**config.mk**
```make
export PLATFORM = sky130hd
export DESIGN_NAME = nv_memory_arbiter_flat
export DESIGN_NICKNAME = d
export VERILOG_FILES = /design/src/rtl/nv_memory_arbiter_if.sv /design/src/rtl/nv_memory_arbiter.sv /design/src/flat_wrapper.sv
export SDC_FILE = /design/constraint.sdc
export NUM_CORES = 1
export LEC_CHECK = 0
export CAP_MARGIN = 25
export CELL_PAD_IN_SITES_DETAIL_PLACEMENT = 1
export CELL_PAD_IN_SITES_GLOBAL_PLACEMENT = 1
export CORE_MARGIN = 5
export CORE_UTILIZATION = 27
export CTS_CLUSTER_DIAMETER = 50
export DETAILED_ROUTE_END_ITERATION = 7
export PLACE_DENSITY = 0.75
export SYNTH_ARGS = -nofsm -noshare
export SYNTH_HDL_FRONTEND = slang
export SYNTH_SLANG_ARGS = --single-unit
```
**constraint.sdc**
```tcl
create_clock -name clk -period 1.8 [get_ports clk]
set_input_delay 0.36 -clock clk [delete_from_list [all_inputs] [get_ports clk]]
set_output_delay 0.36 -clock clk [all_outputs]
set_load 0.01 [all_outputs]
```
**src/rtl/nv_memory_arbiter_if.sv**
```systemverilog
// Signal bundle between the nv_memory arbiter and its environment: two requester
// ports, the zeroization control and the nv_memory connection.
interface nv_memory_arbiter_if #(
   parameter int DATA_WIDTH = 32,
   parameter int ADDR_WIDTH = 8
);
   logic                  req0;
   logic                  req1;
   logic                  we0;
   logic                  we1;
   logic [ADDR_WIDTH-1:0] addr0;
   logic [ADDR_WIDTH-1:0] addr1;
   logic [DATA_WIDTH-1:0] wdata0;
   logic [DATA_WIDTH-1:0] wdata1;
   logic                  ack0;
   logic                  ack1;
   logic [DATA_WIDTH-1:0] rd_data;
   logic                  zeroize;
   logic                  zero_busy;
   logic                  zero_done;
   logic                  mem_w;
   logic [ADDR_WIDTH-1:0] mem_addr;
   logic [DATA_WIDTH-1:0] mem_wdata;
   logic [DATA_WIDTH-1:0] mem_rdata;

   // Environment side: requesters plus the memory itself.
   modport master (
      output req0, req1, we0, we1, addr0, addr1, wdata0, wdata1, zeroize, mem_rdata,
      input  ack0, ack1, rd_data, zero_busy, zero_done, mem_w, mem_addr, mem_wdata
   );

   modport slave (
      input  req0, req1, we0, we1, addr0, addr1, wdata0, wdata1, zeroize, mem_rdata,
      output ack0, ack1, rd_data, zero_busy, zero_done, mem_w, mem_addr, mem_wdata
   );
endinterface

```
**src/rtl/nv_memory_arbiter.sv**
```systemverilog
// Round-robin arbiter for the single-port nv_memory with a full-memory zeroization
// sequence that takes priority over both requesters.
module nv_memory_arbiter #(
   parameter int DATA_WIDTH = 32,
   parameter int ADDR_WIDTH = 8
) (
   input  logic                clk,
   input  logic                rst_n,
   nv_memory_arbiter_if.slave  bus
);
   typedef enum logic [2:0] {IDLE, WRITE, RD_ISSUE, RD_CAP, ZERO} state_t;

   localparam logic [ADDR_WIDTH-1:0] LAST_ADDR = {ADDR_WIDTH{1'b1}};
   localparam logic [ADDR_WIDTH-1:0] ADDR_ONE  = {{(ADDR_WIDTH-1){1'b0}}, 1'b1};
   localparam logic [ADDR_WIDTH-1:0] ADDR_ZERO = {ADDR_WIDTH{1'b0}};
   localparam logic [DATA_WIDTH-1:0] DATA_ZERO = {DATA_WIDTH{1'b0}};

   state_t                state;
   logic                  zero_pending;
   logic                  last_grant;
   logic                  cur_port;
   logic                  grant;
   logic                  grant_we;
   logic [ADDR_WIDTH-1:0] grant_addr;
   logic [DATA_WIDTH-1:0] grant_wdata;

   // Lone requester wins outright; under contention the port not served last wins.
   assign grant       = (bus.req0 && bus.req1) ? ~last_grant : bus.req1;
   assign grant_we    = grant ? bus.we1    : bus.we0;
   assign grant_addr  = grant ? bus.addr1  : bus.addr0;
   assign grant_wdata = grant ? bus.wdata1 : bus.wdata0;

   always_ff @(posedge clk or negedge rst_n) begin
      if (!rst_n) begin
         state         <= IDLE;
         zero_pending  <= 1'b0;
         last_grant    <= 1'b1;
         cur_port      <= 1'b0;
         bus.mem_w     <= 1'b0;
         bus.mem_addr  <= ADDR_ZERO;
         bus.mem_wdata <= DATA_ZERO;
         bus.ack0      <= 1'b0;
         bus.ack1      <= 1'b0;
         bus.rd_data   <= DATA_ZERO;
         bus.zero_busy <= 1'b0;
         bus.zero_done <= 1'b0;
      end else begin
         bus.ack0      <= 1'b0;
         bus.ack1      <= 1'b0;
         bus.zero_done <= 1'b0;
         if (bus.zeroize && state != ZERO) zero_pending <= 1'b1;

         case (state)
            IDLE: begin
               if (zero_pending) begin
                  // Entry clears the pending flag even if zeroize is high again now.
                  zero_pending  <= 1'b0;
                  bus.mem_w     <= 1'b1;
                  bus.mem_addr  <= ADDR_ZERO;
                  bus.mem_wdata <= DATA_ZERO;
                  bus.zero_busy <= 1'b1;
                  state         <= ZERO;
               end else if (bus.req0 || bus.req1) begin
                  last_grant   <= grant;
                  cur_port     <= grant;
                  bus.mem_addr <= grant_addr;
                  if (grant_we) begin
                     bus.mem_w     <= 1'b1;
                     bus.mem_wdata <= grant_wdata;
                     state         <= WRITE;
                  end else begin
                     bus.mem_w <= 1'b0;
                     state     <= RD_ISSUE;
                  end
               end
            end
            WRITE: begin
               bus.mem_w <= 1'b0;
               bus.ack0  <= ~cur_port;
               bus.ack1  <= cur_port;
               state     <= IDLE;
            end
            RD_ISSUE: begin
               state <= RD_CAP;
            end
            RD_CAP: begin
               bus.rd_data <= bus.mem_rdata;
               bus.ack0    <= ~cur_port;
               bus.ack1    <= cur_port;
               state       <= IDLE;
            end
            ZERO: begin
               bus.mem_addr <= bus.mem_addr + ADDR_ONE;
               if (bus.mem_addr == LAST_ADDR) begin
                  bus.mem_w     <= 1'b0;
                  bus.zero_busy <= 1'b0;
                  bus.zero_done <= 1'b1;
                  state         <= IDLE;
               end
            end
            default: begin
               state <= IDLE;
            end
         endcase
      end
   end
endmodule

```
**src/flat_wrapper.sv**
```systemverilog
// flat-port wrapper written by rule: the top's interface ports become plain ports
module nv_memory_arbiter_flat 
#(
   parameter int DATA_WIDTH = 32,
   parameter int ADDR_WIDTH = 8
)
  (clk, rst_n, bus_req0, bus_req1, bus_we0, bus_we1, bus_addr0, bus_addr1, bus_wdata0, bus_wdata1, bus_zeroize, bus_mem_rdata, bus_ack0, bus_ack1, bus_rd_data, bus_zero_busy, bus_zero_done, bus_mem_w, bus_mem_addr, bus_mem_wdata);
  nv_memory_arbiter_if #(.DATA_WIDTH(DATA_WIDTH), .ADDR_WIDTH(ADDR_WIDTH)) bus_i ();
  input  logic clk;
  input  logic rst_n;
  input wire logic [$bits(bus_i.req0)-1:0] bus_req0;
  input wire logic [$bits(bus_i.req1)-1:0] bus_req1;
  input wire logic [$bits(bus_i.we0)-1:0] bus_we0;
  input wire logic [$bits(bus_i.we1)-1:0] bus_we1;
  input wire logic [$bits(bus_i.addr0)-1:0] bus_addr0;
  input wire logic [$bits(bus_i.addr1)-1:0] bus_addr1;
  input wire logic [$bits(bus_i.wdata0)-1:0] bus_wdata0;
  input wire logic [$bits(bus_i.wdata1)-1:0] bus_wdata1;
  input wire logic [$bits(bus_i.zeroize)-1:0] bus_zeroize;
  input wire logic [$bits(bus_i.mem_rdata)-1:0] bus_mem_rdata;
  output wire logic [$bits(bus_i.ack0)-1:0] bus_ack0;
  output wire logic [$bits(bus_i.ack1)-1:0] bus_ack1;
  output wire logic [$bits(bus_i.rd_data)-1:0] bus_rd_data;
  output wire logic [$bits(bus_i.zero_busy)-1:0] bus_zero_busy;
  output wire logic [$bits(bus_i.zero_done)-1:0] bus_zero_done;
  output wire logic [$bits(bus_i.mem_w)-1:0] bus_mem_w;
  output wire logic [$bits(bus_i.mem_addr)-1:0] bus_mem_addr;
  output wire logic [$bits(bus_i.mem_wdata)-1:0] bus_mem_wdata;
  assign bus_i.req0 = bus_req0;
  assign bus_i.req1 = bus_req1;
  assign bus_i.we0 = bus_we0;
  assign bus_i.we1 = bus_we1;
  assign bus_i.addr0 = bus_addr0;
  assign bus_i.addr1 = bus_addr1;
  assign bus_i.wdata0 = bus_wdata0;
  assign bus_i.wdata1 = bus_wdata1;
  assign bus_i.zeroize = bus_zeroize;
  assign bus_i.mem_rdata = bus_mem_rdata;
  assign bus_ack0 = bus_i.ack0;
  assign bus_ack1 = bus_i.ack1;
  assign bus_rd_data = bus_i.rd_data;
  assign bus_zero_busy = bus_i.zero_busy;
  assign bus_zero_done = bus_i.zero_done;
  assign bus_mem_w = bus_i.mem_w;
  assign bus_mem_addr = bus_i.mem_addr;
  assign bus_mem_wdata = bus_i.mem_wdata;
  nv_memory_arbiter #(.DATA_WIDTH(DATA_WIDTH), .ADDR_WIDTH(ADDR_WIDTH)) u_core (.clk(clk), .rst_n(rst_n), .bus(bus_i));
endmodule
```
**After elaboration in Yosys (flattened, before gate mapping)**

Index checks and enable logic that the tools add are counted.
W data, S select, Z words.

- Eq/ne operators: 9
- Bitwise gates (word level): 3
- Mux-type cells: 29
- Reduce and logical (&&, ||, !) cells: 15
- $add $sub $neg: 1

Operator list:

| cell | number |
|---|---|
| $mux W32 | 4 |
| $mux W8 | 3 |
| $pmux W8 S2 | 1 |
| $mux W1 | 14 |
| $reduce_and A3 Y1 | 4 |
| $mux W3 | 3 |
| $pmux W3 S3 | 1 |
| $add A8 B1 Y8 const B | 1 |
| $eq A8 B8 Y1 const B | 1 |
| $eq A3 B2 Y1 const B | 2 |
| $reduce_bool A2 Y1 | 3 |
| $ne A2 B1 Y1 const B | 2 |
| $reduce_and A2 Y1 | 2 |
| $eq A3 B1 Y1 const B | 1 |
| $eq A3 B3 Y1 const B | 1 |
| $logic_not A3 Y1 | 1 |
| $ne A3 B1 Y1 const B | 1 |
| $ne A3 B3 Y1 const B | 1 |
| $not A1 Y1 | 3 |
| $pmux W1 S3 | 1 |
| $reduce_bool A3 Y1 | 1 |
| $logic_and A1 B1 Y1 | 2 |
| $mux W2 | 1 |
| $pmux W1 S2 | 1 |
| other kinds (2) | 2 |

- Output and inout bits: 77
- Bits of input ports: 119
- Word-level logic and storage cells: 69
- Bits in registers: 83

**Longest topological paths before layout**

- Word-level depth: 7
- Depth in mapped cells: 6
- Gate-level depth less buffers: 5

**Worst setup path after synthesis**

OpenSTA, ideal clock, no wires.

- Path kind: flip-flop to flip-flop
- Start: register u_core.state[0]
- End: register u_core.bus.mem_wdata[0]
- Library setup time: 0.125 ns
- Setup slack: -0.058 ns
- Stages on the path, launching flop included: 7
- Arrival: 1.733 ns
- Buffers on the path: 3
- Clock period less this slack: 1.858 ns
- Required time: 1.675 ns
- Cells stage by stage: dfrtp_1 -> buf_2 -> or2_2 -> a2111o_1 -> buf_2 -> buf_6 -> mux2_4

- Cells in the longest elaborated chain, start to end: 2

Ends and longest elaborated chain:

| element | RTL line | text |
|---|---|---|
| start: declaration | nv_memory_arbiter.sv:18 | `state_t state;` |
| start signal: assignment | nv_memory_arbiter.sv:35 | `state <= IDLE;` |
| start signal: assignment | nv_memory_arbiter.sv:62 | `state <= ZERO;` |
| start signal: assignment | nv_memory_arbiter.sv:70 | `state <= WRITE;` |
| $logic_not A3 Y1 | nv_memory_arbiter.sv:53 | `case (state)` |
| $reduce_and A3 Y1 (no source line) | -- |  |
| end signal: assignment | nv_memory_arbiter.sv:69 | `bus.mem_wdata <= grant_wdata;` |
| end: declaration | nv_memory_arbiter_if.sv:34 | `output ack0, ack1, rd_data, zero_busy, zero_done, mem_w, mem_addr, mem_wdata` |

No other way between the ends.
A chain may end at the register's enable or synchronous reset.

**Worst setup path after layout**

- Start: register u_core.last_grant
- End: register u_core.bus.mem_wdata[26]

- Cells in the longest elaborated chain, start to end: 6
- Elaborated cells on any way between the ends: 9
- Classes of those cells: mux: 6; bitwise: 1; reduce/logical: 2

Ends and longest elaborated chain:

| element | RTL line | text |
|---|---|---|
| start: declaration | nv_memory_arbiter.sv:20 | `logic last_grant;` |
| start signal: assignment | nv_memory_arbiter.sv:64 | `last_grant <= grant;` |
| $not A1 Y1 * | nv_memory_arbiter.sv:28 | `assign grant = (bus.req0 && bus.req1) ? ~last_grant : bus.req1;` |
| $mux W1 * | nv_memory_arbiter.sv:28 |  |
| $mux W32 | nv_memory_arbiter.sv:31 | `assign grant_wdata = grant ? bus.wdata1 : bus.wdata0;` |
| $mux W32 | nv_memory_arbiter.sv:67 | `if (grant_we) begin` |
| $mux W32 | nv_memory_arbiter.sv:63 | `end else if (bus.req0 \|\| bus.req1) begin` |
| $mux W32 | nv_memory_arbiter.sv:55 | `if (zero_pending) begin` |

Every way passes the cells marked *; elsewhere a longest branch is shown, timed or not. The select of a mux whose other input is x is not followed.

==> results.md <==
- Max_cap viols: 0
- DR DRC count: 0
- Drt initial violations: 68
- Sw frac: 32.0%
- Worst path slowest cell: dfstp_2
- Logic pwr share: 45.7%
- Clock root cell: clkbuf_16
- Hold Vio Cnt, Final: 0
- Avg Cell Area, Syn: 11.0 um^2
- Grt ovf: 0
- Via count of the first global-routing pass: 3980
- Starting density of the core: 27.6%
- Violations in the final reports: setup timing
- Worst path max stage delay: 0.54 ns
- GRT Util Overall: 15.4%
- NetSw: 2850 uW
- Tcrit/Tclk final: 108%
- CTS tree: yes
- Most common library cell in the layout ignoring fill and taps: clkdlybuf4s50_1
- Initial antenna violation count: 0
- CORE AREA: 14500 um^2
- Layout area overhead: 67.8%
- DR WL/cell: 17.9 um
- Max-slew violation count: 0
- Dpl cells: 739
- Cell taking the most area after synthesis: dfrtp_1
- Final Total Pwr: 8920 uW
- Post-Syn Nets: 483
- CP delay by family, top: compound AO/OA/AOI/OAI gates
- Distinct cells, synth: 40
- Clock Power Share: 19.3%
- Worst R2R Start: u_core.last_grant
- Run status: finished with violations
- Clk_skew: 0.00364 ns
- Sequential share of the synthesized area: 51.8%
- Crit. End Element: register
- Max clock buf depth: 2
- Vias per cell: 4.68
- Internal power: 6070 uW
- Cells after Synth: 363
- R2R Path End: u_core.bus.mem_wdata[26]
- Post-synth top area share: 51.2%
- CP startpoint kind: register
- Die area: 17400 um^2
- Number of CTS-inserted buffers: 9
- Worst-path fanout max: 8
- Largest net degree at the start of global routing: 84
- Top cells by area, synth: dfrtp_1 (51%), mux2_4 (11%), mux2_2 (10%), nand2_1 (7.6%), a21oi_1 (5.7%)
- Crit path DAT: 2.18 ns
- Die Span Y: 132 um
- Synth Cell Area: 4010 um^2
- Die width: 132 um
- Cts hold-fix bufs: 0
- Detailed Routing Iterations Pass 1: 3
- HPWL Detailed: 10100 um
- Power share of the sequential group: 35.0%
- Setup ws final: -0.152 ns
- Buffer and inverter count on the worst path: 2
- HP Class: in -> async
- Final Non-Filler Cells: 763
- Row count: 44
- Register-to-register setup slack: -0.15 ns
- Nets@finish: 694
- Warnings, synthesis: 0
- ANT cells: 0
- Share of layout cells above drive strength 1: 20.9%
- Vias: 3574
- #FFs+latches synth: 83
- Port bufs: 195
- Clock latency on the worst-skew pair: 0.34 ns
- Max transition margin: 69.8%
- Final min period: 1.95 ns
- GPL Wtd Cong: 0.788
- RSZ-0062 raised after global routing: true
- Critical path required time: 2.02 ns
- Most frequent cells in the layout: clkdlybuf4s50_1 (192), dfrtp_1 (81), nand2_1 (80)
- CTS Sinks: 83
- Worst Tran Pin Value: 0.453 ns
- Leakage: 0.00297 uW
- Htree depth: 3
- Antenna Violating Nets Remaining: 0
- Clock Pin Slew Worst Setup and Hold Paths: 0.06 ns
- Final setup violation count: 32
- Ports: 196
- Worst reg2reg path depth: 6
- First-pass GRT wire length: 21700 um
- WS Path Type: reg -> reg
- CP cell instances: a21bo_4 -> nand2_4 -> a2111o_2 -> buf_12 -> buf_16 -> mux2_4
- Post-Route WL: 13700 um
- Highest Clock Rate: 512 MHz
- VDD IR max: 0.715 mV
- Pwr per Cell Area: 1330 nW/um^2
## logic make-up after synthesis
group / synth area share, %
compound gates: 11.2
fa+ha+maj: 0.312
buf+inv: 3.31
flops: 51.8
mux: 22.2
simple gates: 11.2
## what timing repair did
item,CTS,global route
resized for setup,11,1
gates cloned,4,0
pin swaps,3,1
buffers inserted,5,0
setup endpoints to repair,39,39
hold endpoints to repair,0,0
## routing by layer
layer / global-route usage (%) / part of all wire [%]
met5: 0 / 0
met4: 3.31 / 0.80
met3: 5.42 / 5.5
met2: 28.7 / 53
met1: 16.8 / 40
## power by group through the flow
| stage | clock [uW] | combinational (uW) | sequential, uW |
|---|---|---|---|
| 4_1_cts | 1800 | 4140 | 3130 |
| 3_5_place_dp | 0 | 4010 | 3160 |
| 6_report | 1720 | 4070 | 3120 |
| 3_3_place_gp | 0 | 3900 | 3130 |
| 2_1_floorplan | 0 | 1480 | 3410 |
| 5_1_grt | 1880 | 4350 | 3220 |
## synthesized netlist by cell type
master	count
buf_6	3
a32o_1	1
a21o_1	2
mux2i_1	5
nor2_1	9
nor4_1	1
a21bo_4	1
and3_1	3
o221ai_1	3
or3b_2	1
o21a_1	1
inv_1	2
nand4b_1	1
a2111o_1	1
nor3_1	2
buf_2	7
a211o_1	1
ha_1	1
nand3_1	2
o31ai_1	1
a221o_1	1
mux2_2	36
clkbuf_1	13
dfrtp_1	82
a21boi_2	1
o21ai_0	10
and4_1	1
dfstp_2	1
o311ai_0	1
a31oi_1	4
nand2_1	81
nand4_1	2
mux2_4	29
o32a_1	1
nor2b_1	1
buf_1	2
a21oi_1	46
or3_1	1
or2_2	1
nor3b_1	1
## worst max path at each step
| stage | cells after the start | slack [ns] | from | to |
|---|---|---|---|---|
| finish | 6 | -0.15 | u_core.last_grant | u_core.bus.mem_wdata[26] |
| global route | 6 | -0.19 | u_core.last_grant | u_core.bus.mem_wdata[26] |
| CTS | 6 | -0.16 | u_core.last_grant | u_core.bus.mem_wdata[26] |
| detailed placement | 6 | -0.63 | bus_req0 | u_core.bus.mem_wdata[5] |
| global placement | 6 | -0.53 | bus_req0 | u_core.bus.mem_wdata[9] |
| floorplan | 6 | -0.007 | u_core.last_grant | u_core.bus.mem_wdata[14] |
## metrics by stage
step | cell area, um^2 | worst slack, ns | hold slack, ns | util (%) | TNS [ns]
2_1_floorplan | 4030 | -0.00704 | 0.0644 | - | -0.165
3_5_place_dp | 6280 | -0.631 | 0.433 | 43.2 | -23.46
6_report | 6730 | -0.152 | 0.0380 | 46.3 | -4.39
5_1_grt | 6730 | -0.189 | 0.0757 | 46.3 | -5.90
3_3_place_gp | 6280 | -0.526 | 0.429 | 43.2 | -19.29
4_1_cts | 6730 | -0.164 | 0.0597 | 46.3 | -4.87
## area by class of cell
cell class,instances,area (um^2)
repair buffers,225,2310
clock inverters,5,37.5
well taps,184,230
inverters,2,7.51
flip-flops and latches,83,2080
clock buffers,11,243
multi-input cells,253,1830
fillers,1584,7800
## registers in the layout (all words and copies together) (netlist names)
signal / cells
u_core.bus.ack1: 1
u_core.cur_port: 1
u_core.bus.mem_w: 1
u_core.bus.mem_wdata: 32
u_core.bus.zero_done: 1
u_core.state: 3
u_core.last_grant: 1
u_core.bus.rd_data: 32
u_core.bus.mem_addr: 8
u_core.bus.zero_busy: 1
u_core.zero_pending: 1
u_core.bus.ack0: 1
(Power assumes the default switching activity.)
